`src/rtl/fifo_pkg.sv`:
```
// Shared types for the team fifo and its read-side helpers.
// The buffer state encoding matches the fifo EMPTY/PAR/FULL encoding.
package fifo_pkg;

    typedef enum logic [1:0] {
        BUF_EMPTY = 2'd0,
        BUF_ONE   = 2'd1,
        BUF_TWO   = 2'd2
    } buf_state_t;

    function automatic int unsigned beat_width(input int unsigned burst);
        return (burst > 1) ? $clog2(burst) : 1;
    endfunction

    function automatic logic [1:0] occupancy(input buf_state_t s);
        logic [1:0] n;
        n = 2'd0;
        case (s)
            BUF_ONE: n = 2'd1;
            BUF_TWO: n = 2'd2;
            default: n = 2'd0;
        endcase
        return n;
    endfunction

endpackage

```
`src/rtl/fifo_stream_reader_skid_buf2.sv`:
```
// Two-entry output buffer: head slot drives the stream, tail slot absorbs
// the word still returning from the fifo while the consumer stalls.
module skid_buf2
    import fifo_pkg::*;
#(
    parameter int unsigned M = 10
) (
    input  logic         clk,
    input  logic         rst,
    input  logic         flush,
    input  logic         push,
    input  logic [M-1:0] push_data,
    input  logic         pop,
    output logic         valid,
    output logic [M-1:0] head,
    output logic [1:0]   occ
);

    buf_state_t   state;
    logic [M-1:0] tail;

    assign valid = (state != BUF_EMPTY);
    assign occ   = occupancy(state);

    always_ff @(posedge clk or posedge rst) begin
        if (rst) begin
            state <= BUF_EMPTY;
            head  <= '0;
            tail  <= '0;
        end else if (flush) begin
            state <= BUF_EMPTY;
        end else begin
            case (state)
                BUF_EMPTY: begin
                    if (push) begin
                        head  <= push_data;
                        state <= BUF_ONE;
                    end
                end
                BUF_ONE: begin
                    case ({push, pop})
                        2'b10: begin
                            tail  <= push_data;
                            state <= BUF_TWO;
                        end
                        2'b01: state <= BUF_EMPTY;
                        2'b11: head  <= push_data;
                        default: ;
                    endcase
                end
                BUF_TWO: begin
                    if (pop) begin
                        head <= tail;
                        if (push) begin
                            tail <= push_data;
                        end else begin
                            state <= BUF_ONE;
                        end
                    end
                end
                default: state <= BUF_EMPTY;
            endcase
        end
    end

    // The upstream credit check must never let a word land on a full buffer.
    assert property (@(posedge clk) disable iff (rst || flush) !(push && !pop && state == BUF_TWO))
        else $error("skid_buf2: push into full buffer");

endmodule

```
`src/rtl/fifo_stream_reader.sv`:
```
// Drains the team fifo read port onto a valid/ready stream, hiding the fifo
// one-cycle read latency and tagging the last word of every BURST.
module fifo_stream_reader
    import fifo_pkg::*;
#(
    parameter int unsigned M     = 10,
    parameter int unsigned BURST = 4,
    parameter int unsigned CNT_W = 16
) (
    input  logic             clk,
    input  logic             rst,
    input  logic             fifo_empty,
    output logic             fifo_rd,
    input  logic [M-1:0]     fifo_dout,
    input  logic             flush,
    output logic             m_valid,
    input  logic             m_ready,
    output logic [M-1:0]     m_data,
    output logic             m_last,
    output logic [CNT_W-1:0] words_sent
);

    localparam int unsigned           BEAT_W    = beat_width(BURST);
    localparam logic [BEAT_W-1:0]     LAST_BEAT = BEAT_W'(BURST - 1);

    logic              inflight;
    logic              pop;
    logic [1:0]        occ;
    logic [1:0]        load;
    logic [BEAT_W-1:0] beat_cnt;

    assign pop  = m_valid && m_ready;
    assign load = occ + {1'b0, inflight};

    // A word leaving this cycle frees its slot in time for a read issued now,
    // which is what keeps fifo_rd continuously high at full throughput.
    assign fifo_rd = !rst && !flush && !fifo_empty &&
                     ((load < 2'd2) || ((load == 2'd2) && pop));

    assign m_last = m_valid && (beat_cnt == LAST_BEAT);

    skid_buf2 #(
        .M(M)
    ) u_buf (
        .clk       (clk),
        .rst       (rst),
        .flush     (flush),
        .push      (inflight),
        .push_data (fifo_dout),
        .pop       (pop),
        .valid     (m_valid),
        .head      (m_data),
        .occ       (occ)
    );

    always_ff @(posedge clk or posedge rst) begin
        if (rst) begin
            inflight   <= 1'b0;
            beat_cnt   <= '0;
            words_sent <= '0;
        end else begin
            inflight <= fifo_rd;
            if (pop) begin
                words_sent <= words_sent + CNT_W'(1);
            end
            if (flush) begin
                beat_cnt <= '0;
            end else if (pop) begin
                beat_cnt <= (beat_cnt == LAST_BEAT) ? '0 : beat_cnt + BEAT_W'(1);
            end
        end
    end

endmodule

```
`config.mk`:
```
export PLATFORM = sky130hd
export DESIGN_NAME = fifo_stream_reader
export DESIGN_NICKNAME = d
export VERILOG_FILES = /design/src/rtl/fifo_pkg.sv /design/src/rtl/fifo_stream_reader_skid_buf2.sv /design/src/rtl/fifo_stream_reader.sv
export SDC_FILE = /design/constraint.sdc
export NUM_CORES = 1
export LEC_CHECK = 0
export ABC_AREA = 1
export CORE_ASPECT_RATIO = 0.8
export CORE_MARGIN = 2
export CORE_UTILIZATION = 54
export CTS_CLUSTER_DIAMETER = 120
export DETAILED_ROUTE_END_ITERATION = 12
export PLACE_DENSITY_LB_ADDON = 0.05
export SLEW_MARGIN = 10
export SYNTH_ARGS = -nofsm -noshare
export SYNTH_HDL_FRONTEND = slang
export SYNTH_SLANG_ARGS = --single-unit
```
`constraint.sdc`:
```
create_clock -name clk -period 9.16 [get_ports clk]
set_input_delay 2.748 -clock clk [delete_from_list [all_inputs] [get_ports clk]]
set_output_delay 2.748 -clock clk [all_outputs]
set_load 0.05 [all_outputs]
```
==> results of run 1 <==
## power breakdown
group          internal [mW]  switching, mW  leakage [nW]
clock                 0.0597         0.0573        0.0443
sequential             0.231         0.0333         0.520
combinational         0.0910          0.173         0.718
## kinds of logic (layout without fill, tap and decap cells)
family | Yosys count | in the layout | synth area share (%)
AND/OR/NAND/NOR | 102 | 102 | 22.4
flip-flops | 41 | 41 | 50.4
multiplexers | 1 | 1 | 0.491
adder cells (fa/ha/maj) | 3 | 3 | 1.84
AO/OA/AOI/OAI | 40 | 40 | 12.0
XOR/XNOR | 13 | 13 | 5.59
buffers and inverters | 36 | 82 | 7.31
## state kept, by name, summed over array words and instances (netlist names)
signal       count
beat_cnt         2
inflight         1
u_buf.head      10
u_buf.state      2
u_buf.tail      10
words_sent      16
## Yosys cell counts, drive strengths merged
master	n
nand2	63
dfrtp	41
o21ai	35
inv	31
nor2	22
xor2	12
nand3	9
a21oi	4
nand4	4
buf	3
ha	3
nor3	3
clkbuf	2
mux2i	1
nand3b	1
o211ai	1
xnor2	1
## routing by layer
layer | vias to the layer above | global-route usage [%] | part of all wire, %
li1 | 840 | - | -
met1 | 768 | 27.9 | 50
met2 | 42 | 30.0 | 43
met3 | 7 | 6.85 | 6.1
met4 | 0 | 7.14 | 1.2
met5 | - | 0 | 0
## final timing paths
kind / from / to / slack [ns] / depth (start not counted)
max: m_ready / fifo_rd / 1.80 / 6
min in group asynchronous: rst / u_buf.tail[5]$_DFFE_PP0P_ / 2.99 / 3
max in group asynchronous: rst / u_buf.tail[9]$_DFFE_PP0P_ / 5.83 / 3
min reg2reg: u_buf.tail[0]$_DFFE_PP0P_ / u_buf.tail[0]$_DFFE_PP0P_ / 0.48 / 2
max reg2reg: u_buf.state[1]$_DFFE_PP0P_ / u_buf.head[1]$_DFFE_PP0P_ / 7.35 / 6
min: u_buf.tail[0]$_DFFE_PP0P_ / u_buf.tail[0]$_DFFE_PP0P_ / 0.48 / 2
## metrics by stage
step / instance area, sq um / worst slack (ns) / util (%) / cells
global route: 2580 / 1.65 / 73.4 / 324
detailed placement: 2490 / 1.81 / 70.9 / 317
floorplan: 2040 / 1.52 / - / 236
CTS: 2580 / 1.78 / 73.4 / 324
finish: 2580 / 1.80 / 73.4 / 324
global placement: 2490 / 1.83 / 70.9 / 317
## final cells by class
| cell class | instances | area share [%] |
|---|---|---|
| Clock buffer | 7 | 3.34 |
| Inverter | 31 | 4.51 |
| Multi-Input combinational cell | 159 | 33.4 |
| Sequential cell | 41 | 39.7 |
| Tap cell | 42 | 2.04 |
| Timing Repair Buffer | 44 | 17.0 |
## worst max-delay path: cells and delay by family
family / cells / cell delay [ns]
AOI/OAI and AO/OA: 1 / 0.15
buffers and inverters: 2 / 1.36
and+or+nand+nor: 3 / 0.35
==> impl_metrics.ini, run 1 <==
[logic_synthesis]
synth_cell_types = 29
syn_avg_cell_area_sq_um = 8.63
synthesis.instances = 236
synth_seq_cells = 41
synth_area_leaders = dfrtp_1 50%, nand2_1 11%, inv_1 5.3%
yosys.area.top_type_share_pct = 50.4
synthesis.nets = 254
synth_warnings = 0
yosys.area.top_type = dfrtp_1
synth_area_sq_um = 2040
ys_seq_area_share_pct = 50.4

[cells_and_area]
layout_common_cells = 60 x nand2_1, 43 x clkdlybuf4s50_1, 41 x dfrtp_1
nFillCells = 286
drive_above_1_share_pct = 10.6
areaGrowthSynthToFinish_pct = 26.7
finalNetCount = 300
regArea_sq_um = 1030
mostFrequentLayoutCell = nand2_1
multiInputGateArea_sq_um = 862
antenna_cells = 0

[flow_run]
cap_violations = 0

[floorplan]
dieWidth_microns = 72.7
start_util_pct = 57.9
io_pins = 44
die_h_microns = 58.9
core-area_sq_um = 3520
num_rows = 19
die_area_sq_um = 4280

[placement]
hpwl_mm = 2.73
io_buffers = 43
gp_congestion = 0.925

[routing]
drcViolationCount = 0
drt_iter0_drc = 84
wirelength_mm = 3.76
wl_per_cell_microns = 11.6
vias = 1657
drtPass1Iterations = 4
ant_nets = 0
vias_per_cell = 5.11

[power]
power_mw = 0.645
peakVddDrop_uv = 171
p_per_area_nw_per_um2 = 250
leakage_nw = 1.28

[cts]
holdBufCountCts = 0
post_cts_buffers = 0
cts_sinks = 41
clk_pin_slew_ns = 0.07
cts_tree = built
cts_buffers = 5
htreeDepth = 2
ctsResizeCount = 0
clock_latency_ns = 0.29
cts_max_path_buffers = 2
cts_root_buf = clkbuf_8

[worst_setup_path]
critPathKind = in -> out
cp_max_fo = 9
cp-end-kind = output pin
critPathMaxStageDelay_ns = 0.84
worstPathRequired_ns = 6.41
crit_slowest_cell = clkdlybuf4s50_1
path_cells = clkdlybuf4s50_1, o21ai_2, nor2_1, nor2_1, nor3_1, clkdlybuf4s50_1
cp-start-kind = primary input
cp.arrival_ns = 4.62

[timing]
clock_skew_ns = 0.00247
finalSetupViolCount = 0
post-route-period-util_pct = 80.4
rsz0062_at_grt = false
final.setup.tns_ns = 0
maxSlewHeadroom_pct = 48.8
timing.fmax_mhz = 136
period_needed_ns = 7.36
hold_viol = 0
whs_ns = 0.476
finalMaxSlewViolations = 0
worstMarginPinSlew_ns = 0.765

[grt]
overflow = 0
grt_pass1_vias = 1497
antenna_found_initial = 0
grt_pass1_wl_mm = 6.58
grt_max_degree = 42
grt.total_usage_pct = 20.2

[run_status]
run_status = completed

[hold_path]
hp-class = reg -> reg
Note: power is estimated with default switching activity, not from simulation.
==> run 2, diff against run 1 <==
--- a/config.mk
+++ b/config.mk
@@ -8,7 +8,7 @@
 export ABC_AREA = 1
 export CORE_ASPECT_RATIO = 0.8
 export CORE_MARGIN = 2
-export CORE_UTILIZATION = 54
+export CORE_UTILIZATION = 50
 export CTS_CLUSTER_DIAMETER = 120
 export DETAILED_ROUTE_END_ITERATION = 12
 export PLACE_DENSITY_LB_ADDON = 0.05
==> constraint.sdc (replaced) <==
create_clock -name clk -period 7.65 [get_ports clk]
set_input_delay 2.295 -clock clk [delete_from_list [all_inputs] [get_ports clk]]
set_output_delay 2.295 -clock clk [all_outputs]
set_load 0.05 [all_outputs]
==> impl_metrics.ini, run 2 (same netlist as run 1, synthesis figures left out) <==
[timing]
timing.fmax_mhz = 156
clock_skew_ns = 0.00582
finalMaxSlewViolations = 0
rsz0062_at_grt = false
post-route-period-util_pct = 84.1
period_needed_ns = 6.43
hold_viol = 0
finalSetupViolCount = 0
final.setup.tns_ns = 0
worstMarginPinSlew_ns = 0.848
maxSlewHeadroom_pct = 43.3

[worst_setup_path]
crit_slowest_cell = clkdlybuf4s50_1
critPathKind = in -> out
worstPathRequired_ns = 5.36
r2r_end = u_buf.head[4]$_DFFE_PP0P_
cp_max_fo = 9
path_cells = clkdlybuf4s50_1, o21ai_2, nor2_1, nor2_1, nor3_1, clkdlybuf4s50_1
cp.arrival_ns = 4.14
cp-end-kind = output pin
crit_family = buffers and inverters
cp-start-kind = primary input
reg2regPathDepth = 7
path_buf_inv = 2
critPathMaxStageDelay_ns = 0.84
rr_startpoint = u_buf.state[1]$_DFFE_PP0P_
rrSetupSlack_ns = 5.76

[cells_and_area]
mostFrequentLayoutCell = nand2_1
antenna_cells = 0
largest_reg_flops = 16
areaGrowthSynthToFinish_pct = 27.3
top_regs = words_sent (16), u_buf.head (10), u_buf.tail (10)
top_register = words_sent
finalNetCount = 300
drive_above_1_share_pct = 11.0
layout_common_cells = 60 x nand2_1, 43 x clkdlybuf4s50_1, 41 x dfrtp_1
fin_util_pct = 67.3
nFillCells = 348

[routing]
ant_nets = 0
wirelength_mm = 3.94
vias = 1644
vias_per_cell = 4.86
wl_per_cell_microns = 11.7
drcViolationCount = 0
drt_iter0_drc = 121
drtPass1Iterations = 4

[hold_path]
min_from = u_buf.tail[9]$_DFFE_PP0P_
worst_hold_path.num_cells = 2
hp-class = reg -> reg
whs_endpoint = u_buf.tail[9]$_DFFE_PP0P_

[grt]
grt_pass1_wl_mm = 6.72
grt_pass1_vias = 1481
antenna_found_initial = 0
grt_max_degree = 42
grt.total_usage_pct = 20.1
overflow = 0

[power]
p_per_area_nw_per_um2 = 296
leakage_nw = 1.28
peakVddDrop_uv = 217

[floorplan]
die_area_sq_um = 4600
dieWidth_microns = 75.4
io_pins = 44
die_h_microns = 61.1
start_util_pct = 52.9
num_rows = 20
core-area_sq_um = 3850

[cts]
holdBufCountCts = 0
cts_root_buf = clkbuf_8
cts_tree = built
clock_latency_ns = 0.29
clk_pin_slew_ns = 0.07
post_cts_buffers = 0
cts_max_path_buffers = 2
htreeDepth = 2
cts_buffers = 5
cts_sinks = 41
ctsResizeCount = 0

[flow_run]
cap_violations = 0

[run_status]
run_status = completed

[placement]
io_buffers = 43
hpwl_mm = 2.87
gp_congestion = 0.957
run 2: worst max path at each step:
stage / slack, ns / cells past startpoint / from / to
finish: 1.22 / 6 / m_ready / fifo_rd
CTS: 1.19 / 6 / m_ready / fifo_rd
floorplan: 0.91 / 3 / rst / fifo_rd
global placement: 1.23 / 6 / m_ready / fifo_rd
detailed placement: 1.22 / 6 / m_ready / fifo_rd
global route: 1.10 / 6 / m_ready / fifo_rd
run 2: through the flow:
step	hold slack (ns)	std cells	cell area (sq um)	total power [mW]	setup WS, ns
floorplan	0.441	236	2040	0.537	0.912
global placement	0.459	330	2510	0.636	1.23
detailed placement	0.462	330	2510	0.640	1.22
CTS	0.481	338	2590	0.777	1.19
global route	0.494	338	2590	0.819	1.10
finish	0.477	338	2590	0.768	1.22
run 2: layout make-up:
| cell class | instances | area [sq um] | area share (%) |
|---|---|---|---|
| inverter | 31 | 116 | 4.49 |
| clock inverter | 2 | 10.0 | 0.386 |
| sequential | 41 | 1030 | 39.6 |
| clock buffer | 6 | 72.6 | 2.80 |
| tap | 55 | 68.8 | 2.65 |
| timing repair buffer | 44 | 438 | 16.9 |
| multi-input combinational | 159 | 862 | 33.2 |
run 2: worst reg2reg max path, delay by kind of cell (launching register included):
family | cells | cell delay, ns
AND/OR/NAND/NOR | 3 | 1.00
flip-flops | 1 | 0.48
AO/OA/AOI/OAI | 2 | 0.15
buffers and inverters | 2 | 0.13
run 2: power breakdown:
group	leakage (nW)	switching [mW]	internal (mW)	total (mW)
registers	0.520	0.0391	0.276	0.315
logic	0.718	0.210	0.109	0.319
clock network	0.0450	0.0705	0.0632	0.134
run 2: layer usage:
layer,vias to the layer above,wire (microns),track usage (%)
li1,839,-,-
met1,756,2020,30.2
met2,45,1640,27.6
met3,4,240,6.87
met4,0,44,6.02
met5,-,0,0
==> run 3, diff against run 2 <==
==> constraint.sdc (replaced) <==
create_clock -name clk -period 6.12 [get_ports clk]
set_input_delay 1.836 -clock clk [delete_from_list [all_inputs] [get_ports clk]]
set_output_delay 1.836 -clock clk [all_outputs]
set_load 0.05 [all_outputs]
==> impl_metrics.ini, run 3 (same netlist as run 1, synthesis figures left out) <==
[run_status]
run_status = completed

[timing]
finalMaxSlewViolations = 0
finalSetupViolCount = 0
final.setup.tns_ns = 0
maxSlewHeadroom_pct = 42.4
timing.fmax_mhz = 203
hold_viol = 0
worstMarginPinSlew_ns = 0.861
clock_skew_ns = 0.00384
period_needed_ns = 4.93
setup_slack_ns = 1.19
rsz0062_at_grt = false
post-route-period-util_pct = 80.5

[worst_setup_path]
crit_family = buffers and inverters
crit_slowest_cell = clkdlybuf4s50_1
critPathMaxStageDelay_ns = 0.51
path_cells = clkdlybuf4s50_1, o21ai_2, nor2_1, nor2_1, nor3_1, buf_4
rrSetupSlack_ns = 4.20
cp-end-kind = output pin
critPathKind = in -> out
path_buf_inv = 2
cp_max_fo = 9
critical_path.most_common_cell = nor2_1
worstPathRequired_ns = 4.28
cp-start-kind = primary input
cp.arrival_ns = 3.09

[placement]
dpl.cell_count = 330
gp_congestion = 0.987
io_buffers = 43
hpwl_mm = 2.86
dp_slack_ns = 1.19

[power]
pwr-share-clk_pct = 18.2
power_switching_mw = 0.398
leakage_nw = 1.28
peakVddDrop_uv = 286
netSwitchingFraction_pct = 41.1
power.internal_mw = 0.571
power_mw = 0.968
p_seq_share_pct = 40.7
p_per_area_nw_per_um2 = 373
pwr-share-comb_pct = 41.1

[grt]
overflow = 0
grt_max_degree = 42
grt_pass1_wl_mm = 6.50
grt_pass1_vias = 1453
grt.total_usage_pct = 19.1
antenna_found_initial = 0

[cells_and_area]
multiInputGateArea_sq_um = 862
antenna_cells = 0
top_regs = words_sent (16), u_buf.head (10), u_buf.tail (10)
fin_util_pct = 67.3
regArea_sq_um = 1030
finalNetCount = 300
fin_cells = 337
mostFrequentLayoutCell = nand2_1
largest_reg_flops = 16
nFillCells = 348
areaGrowthSynthToFinish_pct = 27.4
top_register = words_sent
drive_above_1_share_pct = 11.0
layout_common_cells = 60 x nand2_1, 42 x clkdlybuf4s50_1, 41 x dfrtp_1

[floorplan]
die_area_sq_um = 4600
io_pins = 44
num_rows = 20
dieWidth_microns = 75.4
start_util_pct = 52.9
core-area_sq_um = 3850
die_h_microns = 61.1

[routing]
drtPass1Iterations = 4
drcViolationCount = 0
vias = 1663
wl_per_cell_microns = 11.5
drt_iter0_drc = 106
wirelength_mm = 3.88
vias_per_cell = 4.93
ant_nets = 0

[cts]
ctsResizeCount = 0
clk_pin_slew_ns = 0.07
cts_tree = built
cts_buffers = 5
cts_max_path_buffers = 2
holdBufCountCts = 0
cts_sinks = 41
clock_latency_ns = 0.29
post_cts_buffers = 0
cts_root_buf = clkbuf_8
htreeDepth = 2

[hold_path]
hp-class = reg -> reg

[flow_run]
cap_violations = 0
-- run 3: cell count changes in the layout (fill, tap and decap cells not counted), sizes merged --
cell	delta
clkinv	-2
buf	+1
clkdlybuf4s50	-1
clkbuf	+1
-- run 3: cell type report --
type | count | area share, %
sequential | 41 | 39.5
multi-input combinational | 159 | 33.2
timing repair buffer | 44 | 16.8
inverter | 31 | 4.48
clock buffer | 7 | 3.33
tap | 55 | 2.65
-- run 3: final timing paths --
path / startpoint / endpoint / cells past startpoint
setup / recovery: m_ready / fifo_rd / 6
hold / removal: u_buf.tail[4]$_DFFE_PP0P_ / u_buf.tail[4]$_DFFE_PP0P_ / 2
setup reg to reg: u_buf.state[1]$_DFFE_PP0P_ / u_buf.head[1]$_DFFE_PP0P_ / 6
hold reg to reg: u_buf.tail[4]$_DFFE_PP0P_ / u_buf.tail[4]$_DFFE_PP0P_ / 2
max in group asynchronous: rst / beat_cnt[0]$_DFFE_PP0P_ / 3
min in group asynchronous: rst / u_buf.head[6]$_DFFE_PP0P_ / 3
-- run 3: power groups by stage --
stage | clock network (mW) | logic [mW] | registers, mW
2_1_floorplan | 0 | 0.126 | 0.546
3_3_place_gp | 0 | 0.397 | 0.398
5_1_grt | 0.192 | 0.426 | 0.405
3_5_place_dp | 0 | 0.401 | 0.399
6_report | 0.176 | 0.398 | 0.394
4_1_cts | 0.181 | 0.402 | 0.394
-- run 3: metal layers --
| layer | wire length, microns | share of wire (%) | track usage (%) |
|---|---|---|---|
| met5 | 0 | 0 | 0 |
| met3 | 234 | 6.0 | 6.38 |
| met2 | 1570 | 40 | 26.6 |
| met4 | 42 | 1.1 | 6.02 |
| met1 | 2030 | 52 | 28.3 |
-- run 3: through the flow --
step	hold WS (ns)	instance area, sq um
final	0.477	2590
after floorplan	0.441	2040
after global placement	0.458	2510
after CTS	0.480	2590
after detailed placement	0.462	2510
after global routing	0.500	2590
-- run 3: worst reg2reg max path, cell delays in order, from the launching register on --
cell and delay, ns:
dfrtp_1 0.48, inv_1 0.08, nand2_2 0.09, inv_2 0.06
o21ai_1 0.07, nand4_1 0.67, o21ai_1 0.39
